--- config.mk ---
export PLATFORM = sky130hd
export DESIGN_NAME = mem_ctrl
export DESIGN_NICKNAME = d
export VERILOG_FILES = /design/src/rtl/mem_ctrl_pkg.sv /design/src/rtl/mem_ctrl.sv
export SDC_FILE = /design/constraint.sdc
export NUM_CORES = 1
export LEC_CHECK = 0
export CORE_UTILIZATION = 54
export DETAILED_ROUTE_END_ITERATION = 10
export GPL_TIMING_DRIVEN = 0
export PLACE_DENSITY = 0.81
export SLEW_MARGIN = 20
export SYNTH_ARGS = -nofsm -noshare
export SYNTH_HDL_FRONTEND = slang
export SYNTH_SLANG_ARGS = --single-unit
--- constraint.sdc ---
create_clock -name clk -period 5.64 [get_ports clk]
set_input_delay 0.846 -clock clk [delete_from_list [all_inputs] [get_ports clk]]
set_output_delay 0.846 -clock clk [all_outputs]
set_load 0.02 [all_outputs]
--- src/rtl/mem_ctrl_pkg.sv ---
// Shared types, constants and state encodings for the byte-serialising memory controller.
package mem_ctrl_pkg;

  localparam int unsigned ADDR_W         = 32;
  localparam int unsigned WORD_W         = 32;
  localparam int unsigned LINE_BYTES_DEF = 16;
  localparam int unsigned LINE_LN        = 8 * LINE_BYTES_DEF;

  typedef logic [ADDR_W-1:0]  addr_tp;
  typedef logic [WORD_W-1:0]  word_tp;
  typedef logic [LINE_LN-1:0] line_tp;

  localparam logic TRUE  = 1'b1;
  localparam logic FALSE = 1'b0;

  localparam logic [1:0] IO_ADDR_HI_DEF = 2'b11;

  typedef enum logic [2:0] {
    IDLE,
    IFETCH,
    LOAD,
    STORE,
    DONE
  } mc_state_e;

  // Load/store request as presented by the load/store buffer.
  typedef struct packed {
    logic       wr;
    addr_tp     addr;
    logic [1:0] len;
    word_tp     wdata;
  } ls_req_t;

  // Byte count of a load/store; the illegal length code 2 is treated as a word.
  function automatic logic [2:0] ls_bytes(input logic [1:0] len);
    case (len)
      2'd0:    return 3'd1;
      2'd1:    return 3'd2;
      default: return 3'd4;
    endcase
  endfunction

endpackage

--- src/rtl/mem_ctrl.sv ---
// Memory controller: serialises icache line refills and load/store accesses onto the
// 8-bit RAM/IO bus, with ls-over-fc priority, rollback and IO write back-pressure.
module mem_ctrl
  import mem_ctrl_pkg::*;
#(
  parameter int unsigned LINE_BYTES = LINE_BYTES_DEF,
  parameter logic [1:0]  IO_ADDR_HI = IO_ADDR_HI_DEF
) (
  input  logic                    clk,
  input  logic                    rst,
  input  logic                    rdy,
  input  logic                    mc_rb,
  input  logic                    io_buffer_full,
  input  logic [7:0]              mem_din,
  output logic [7:0]              mem_dout,
  output logic [31:0]             mem_a,
  output logic                    mem_wr,
  input  logic                    mc_fc_ena,
  input  logic [31:0]             mc_fc_addr,
  output logic                    mc_fc_done,
  output logic [8*LINE_BYTES-1:0] mc_fc_line,
  input  logic                    mc_ls_ena,
  input  logic                    mc_ls_wr,
  input  logic [31:0]             mc_ls_addr,
  input  logic [1:0]              mc_ls_len,
  input  logic [31:0]             mc_ls_wdata,
  output logic                    mc_ls_done,
  output logic [31:0]             mc_ls_rdata
);

  localparam int unsigned LN = 8 * LINE_BYTES;
  localparam int unsigned CW = $clog2(LINE_BYTES + 1);

  mc_state_e       state_q, state_d;
  logic [CW-1:0]   cnt_q, cnt_d;
  logic [CW-1:0]   nbytes_q, nbytes_d;
  addr_tp          base_q, base_d;
  word_tp          wdata_q, wdata_d;
  logic [LN-1:0]   buf_q, buf_d;
  logic            a_vld_q, a_vld_d;
  logic [CW-1:0]   a_idx_q, a_idx_d;
  logic            d_vld_q, d_vld_d;
  logic [CW-1:0]   d_idx_q, d_idx_d;
  logic            frz_q;
  logic [7:0]      din_hold_q;
  addr_tp          mem_a_q, mem_a_d;
  logic [7:0]      mem_dout_q, mem_dout_d;
  logic            wr_q, wr_d;
  logic            fc_done_q, fc_done_d;
  logic [LN-1:0]   fc_line_q, fc_line_d;
  logic            ls_done_q, ls_done_d;
  word_tp          ls_rdata_q, ls_rdata_d;

  ls_req_t         ls_req;
  logic            io_blk;
  logic [7:0]      din_c;
  logic [LN-1:0]   buf_fill;
  word_tp          wsh;

  assign ls_req = '{wr: mc_ls_wr, addr: mc_ls_addr, len: mc_ls_len, wdata: mc_ls_wdata};

  // A pending IO-region write is turned into an idle cycle while the UART buffer is full.
  assign io_blk = (state_q == STORE) && wr_q && (mem_a_q[17:16] == IO_ADDR_HI) && io_buffer_full;

  // The byte returned in the first stalled cycle is parked and consumed on resume.
  assign din_c = frz_q ? din_hold_q : mem_din;

  always_comb begin
    buf_fill = buf_q;
    for (int unsigned i = 0; i < LINE_BYTES; i++) begin
      if (d_idx_q == CW'(i)) buf_fill[8*i +: 8] = din_c;
    end
    wsh = wdata_q >> {cnt_q, 3'b000};
  end

  // Next-state and next-output logic for the shared byte sequencer.
  always_comb begin
    state_d    = state_q;
    cnt_d      = cnt_q;
    nbytes_d   = nbytes_q;
    base_d     = base_q;
    wdata_d    = wdata_q;
    buf_d      = buf_q;
    a_vld_d    = FALSE;
    a_idx_d    = a_idx_q;
    d_vld_d    = a_vld_q;
    d_idx_d    = a_idx_q;
    mem_a_d    = '0;
    mem_dout_d = '0;
    wr_d       = FALSE;
    fc_done_d  = FALSE;
    fc_line_d  = fc_line_q;
    ls_done_d  = FALSE;
    ls_rdata_d = ls_rdata_q;

    case (state_q)
      IDLE: begin
        if (!mc_rb && mc_ls_ena) begin
          base_d   = ls_req.addr;
          wdata_d  = ls_req.wdata;
          nbytes_d = CW'(ls_bytes(ls_req.len));
          buf_d    = '0;
          cnt_d    = CW'(1);
          mem_a_d  = ls_req.addr;
          if (ls_req.wr) begin
            state_d    = STORE;
            mem_dout_d = ls_req.wdata[7:0];
            wr_d       = TRUE;
          end else begin
            state_d = LOAD;
            a_vld_d = TRUE;
            a_idx_d = '0;
          end
        end else if (!mc_rb && mc_fc_ena) begin
          state_d  = IFETCH;
          base_d   = mc_fc_addr;
          nbytes_d = CW'(LINE_BYTES);
          buf_d    = '0;
          cnt_d    = CW'(1);
          mem_a_d  = mc_fc_addr;
          a_vld_d  = TRUE;
          a_idx_d  = '0;
        end
      end

      IFETCH, LOAD: begin
        if (mc_rb) begin
          state_d = IDLE;
          d_vld_d = FALSE;
        end else begin
          if (cnt_q < nbytes_q) begin
            mem_a_d = base_q + ADDR_W'(cnt_q);
            a_vld_d = TRUE;
            a_idx_d = cnt_q;
            cnt_d   = cnt_q + 1'b1;
          end
          if (d_vld_q) begin
            buf_d = buf_fill;
            if (d_idx_q == nbytes_q - 1'b1) begin
              state_d = DONE;
              if (state_q == IFETCH) begin
                fc_done_d = TRUE;
                fc_line_d = buf_fill;
              end else begin
                ls_done_d  = TRUE;
                ls_rdata_d = buf_fill[31:0];
              end
            end
          end
        end
      end

      STORE: begin
        if (io_blk) begin
          mem_a_d    = mem_a_q;
          mem_dout_d = mem_dout_q;
          wr_d       = wr_q;
        end else if (cnt_q == nbytes_q) begin
          state_d   = DONE;
          ls_done_d = TRUE;
        end else begin
          mem_a_d    = base_q + ADDR_W'(cnt_q);
          mem_dout_d = wsh[7:0];
          wr_d       = TRUE;
          cnt_d      = cnt_q + 1'b1;
        end
      end

      DONE: state_d = IDLE;

      default: state_d = IDLE;
    endcase
  end

  // State register; rdy=0 freezes everything except the parked read byte.
  always_ff @(posedge clk or negedge rst) begin
    if (!rst) begin
      state_q    <= IDLE;
      cnt_q      <= '0;
      nbytes_q   <= '0;
      base_q     <= '0;
      wdata_q    <= '0;
      buf_q      <= '0;
      a_vld_q    <= FALSE;
      a_idx_q    <= '0;
      d_vld_q    <= FALSE;
      d_idx_q    <= '0;
      frz_q      <= FALSE;
      din_hold_q <= '0;
      mem_a_q    <= '0;
      mem_dout_q <= '0;
      wr_q       <= FALSE;
      fc_done_q  <= FALSE;
      fc_line_q  <= '0;
      ls_done_q  <= FALSE;
      ls_rdata_q <= '0;
    end else if (!rdy) begin
      frz_q <= TRUE;
      if (!frz_q) din_hold_q <= mem_din;
    end else begin
      frz_q      <= FALSE;
      state_q    <= state_d;
      cnt_q      <= cnt_d;
      nbytes_q   <= nbytes_d;
      base_q     <= base_d;
      wdata_q    <= wdata_d;
      buf_q      <= buf_d;
      a_vld_q    <= a_vld_d;
      a_idx_q    <= a_idx_d;
      d_vld_q    <= d_vld_d;
      d_idx_q    <= d_idx_d;
      mem_a_q    <= mem_a_d;
      mem_dout_q <= mem_dout_d;
      wr_q       <= wr_d;
      fc_done_q  <= fc_done_d;
      fc_line_q  <= fc_line_d;
      ls_done_q  <= ls_done_d;
      ls_rdata_q <= ls_rdata_d;
    end
  end

  assign mem_a       = mem_a_q;
  assign mem_dout    = mem_dout_q;
  assign mem_wr      = wr_q & rdy & ~io_blk;
  assign mc_fc_done  = fc_done_q;
  assign mc_fc_line  = fc_line_q;
  assign mc_ls_done  = ls_done_q;
  assign mc_ls_rdata = ls_rdata_q;

endmodule

==> results.md <==
- **count leader, synth** dfrtp_1
- **layout cells sized above 1** 10.6%
- **number of synthesis warnings** 0
- **biggest cell delay along the critical path** 0.57 ns
- **dominant cells by area after synthesis** dfrtp_1, mux2_2, o2bb2ai_1, o21ai_0, nand2_1
- **fin crit period** 4.13 ns
- **DR vias** 16,000
- **cell at the root of the clock tree** clkbuf_16
- **total placed cells including tap cells** 2,547
- **number of register bits inferred by synthesis** 428
- **run status** finished clean
- **average wire length per cell after detail routing** 21.2 um
- **path class of the lowest-slack min-delay path** input pin to asynchronous set/reset pin
- **Startpoint Class** input pin
- **Die ar.** 36,200 um2
- **non-filler instance count after layout** 2,621
- **cell accounting for the most synthesized area** dfrtp_1
- **count of hold buffers inserted by post-cts repair** 0
- **number of vias per cell** 6.09
- **standard cell area after detailed placement** 23,000 um2
- **initial core utilization** 55.1%
- **total global routing track utilization** 30.8%
- **remaining antenna violation count after routing** 0
- **count of endpoints failing setup in the final report** 0
- **total power per unit cell area** 369 nW/um2
- **Switching Fraction** 32.7%
- **share of synthesized registers carrying an async set or reset** 100%
- **fraction of the core area covered by cells at the end of the flow** 70.1%
- **global-route wire length before repair** 86,700 um
- **post-synthesis sequential area ratio** 56.0%
- **Die Wd** 190 um
- **Clk network pwr share** 30.8%
- **switching power** 2.93 mW
- **number of flops mapped to enable cells by yosys** 0
- **transition time of the tightest slew-check pin** 1.21 ns
- **count of input and output buffers** 315
- **row count** 68
- **post-route cell area** 24,300 um2
- **net count after synthesis** 1,900
- **pin count of the biggest net entering global routing** 102
- **flip-flop and latch area** 10,700 um2
- **drc violations** 0
- **most frequent cells after synthesis** dfrtp_1, nand2_1, o21ai_0
- **area of the multi-input gates** 7730 um2
- **worst setup slack after placement** 1.52 ns
- **Longest Clk Path Bufs** 3
- **mean area per synthesized cell** 10.8 um2
- **area share of the largest cell type after synthesis** 56.0%
- **largest voltage drop on the vdd net** 0.255 mV
- **maximum fanout along the worst path** 10
- **GPL Wtd Cong** 0.905
- **count of distinct cell types in the synthesized netlist** 72
- **initial antenna violation count** 5
- **1st-pass router iterations** 5
- **Main synth FF type** dfrtp_1
- **final max-slew violation count** 0
- **Static Leakage** 10.4 nW
- **Filler Cell Count** 2,530
- **Worst Path Required** 4.79 ns
- **total clock buffers created by CTS** 43
- **number of design-rule violations left by the first detailed-router iteration** 1,548
- **die span in y** 190 um
- **CTS tree** built
- **type of destination of the critical path** primary output
- **maximum achievable frequency** 242 MHz
- **CTS sink count** 428
- **cell with the largest stage delay on the worst path** clkdlybuf4s50_1
- **setup tns final** 0 ns
- **cell-by-cell listing of the critical path** clkdlybuf4s50_1, nand4_1, o21ai_0, clkbuf_8, clkbuf_1, nor2_1, clkdlybuf4s50_1
- **critical setup path kind** input pin to primary output
- **clock latency of the later-clocked register in the worst-skew pair** 0.55 ns
- **number of buffers inserted to repair setup after CTS** 0
- **CTS HTree Levels** 2
- **Syn Std Cell Area** 19,100 um2
- **Slew HR** 17.3%
- **cell type with the highest occurrence count on the critical path** clkdlybuf4s50_1
- **share of the clock period used by the worst path after layout** 73.2%
- **clock-pin slew reported for the worst setup and hold paths after clock tree synthesis** 0.06 ns
- **data arrival time of the critical path** 3.28 ns
- **Comb pwr share** 26.5%
- **gr ovfl total** 0
- **unrepaired setup endpoints after global routing** false
- **tightest hold margin** 0.178 ns
- **register share of total power** 42.7%
- **top-level port count** 317
- **placeable core area** 34,700 um2
- **worst path setup slack after routing** 1.51 ns
- **number of cells produced by synthesis** 1,773
- **post-detailed-placement half-perimeter wirelength** 39,100 um
- **Clock Skews** 0.0163 ns
- **vias in the first global route** 15,700
- **CTS-repair resized insts** 0
- **drt total wl** 55,600 um
- **total power of the final layout** 8.98 mW
- **final hold violation count** 0
- **max capacitance violation total** 0
- **cell internal pwr** 6.05 mW
- **Syn-to-layout area delta** 27.3%
- **Post-layout nets** 2,264
==> critical path, delay by kind of cell <==
kind / cells / cell delay [ns]
AOI/OAI and AO/OA: 1 / 0.45
buffers and inverters: 4 / 1.70
and+or+nand+nor: 2 / 0.29
==> layout make-up <==
cell class	instances	area share, %
inverters	24	0.370
flip-flops and latches	428	44.0
repair buffers	319	13.4
diodes	3	0.0309
clock inverters	5	0.180
multi-input cells	1192	31.8
clock buffers	66	5.36
well taps	455	2.34
plain buffers	129	2.47
==> state kept, by name (all words and copies together), names as in the netlist <==
name and count:
a_idx_q 5, a_vld_q 1, base_q 32, buf_q 128, cnt_q 5, d_idx_q 5, d_vld_q 1, din_hold_q 8
frz_q 1, mc_fc_done 1, mc_fc_line 128, mc_ls_done 1, mc_ls_rdata 32, mem_a 32, mem_dout 8, nbytes_q 4
state_q 3, wdata_q 32, wr_q 1
==> power groups by stage <==
stage,Combinational (mW),Sequential (mW),Clock (mW)
2_1_floorplan,1.42,3.88,0
3_3_place_gp,2.26,3.86,0
3_5_place_dp,2.35,3.87,0
4_1_cts,2.36,3.83,2.79
5_1_grt,2.58,3.88,2.91
6_report,2.38,3.84,2.77
==> layer usage <==
metal	wire length [um]	vias up	track usage, %	share of wire, %
li1	-	7110	-	-
met1	22300	7939	41.1	40
met2	27000	803	50.6	49
met3	4510	114	5.68	8.1
met4	1740	2	10.7	3.1
met5	13	-	0	0.023
==> final timing paths <==
kind,to,startpoint,cells after the start,slack [ns]
max in group asynchronous,base_q[7],rst,3,4.12
worst max register to register,mem_a[30],cnt_q[1],9,2.07
worst max-delay path,mem_wr,io_buffer_full,7,1.51
min in group clk,mc_fc_line[53],mc_fc_line[53],2,0.48
worst min-delay path,mc_fc_line[35],rst,1,0.18
worst min register to register,mc_fc_line[53],mc_fc_line[53],2,0.48
==> cells in the final DEF, fill, tap and decap left out, types with 17 or more instances in the layout <==
master / netlist / routed
a21o_1: 22 / 22
xnor2_1: 21 / 21
clkbuf_1: 93 / 103
buf_2: 20 / 20
a21oi_1: 143 / 143
a22o_1: 18 / 18
clkdlybuf4s50_1: 0 / 314
dfrtp_1: 428 / 428
mux2i_1: 22 / 17
mux2_2: 101 / 101
nor2_1: 147 / 147
a22oi_1: 23 / 23
nand2_1: 193 / 193
inv_1: 24 / 24
o2bb2ai_1: 128 / 128
nand3_1: 21 / 21
o21ai_0: 169 / 169
clkbuf_16: 0 / 44
==> logic make-up after synthesis <==
kind of cell / synth area share [%]
flip-flops: 56.0
multiplexers: 8.04
AND/OR/NAND/NOR: 10.5
buffers and inverters: 3.61
XOR/XNOR: 1.50
adder cells (fa/ha/maj): 0.890
AO/OA/AOI/OAI: 19.4
No activity file was read; power rests on OpenSTA's default activity.
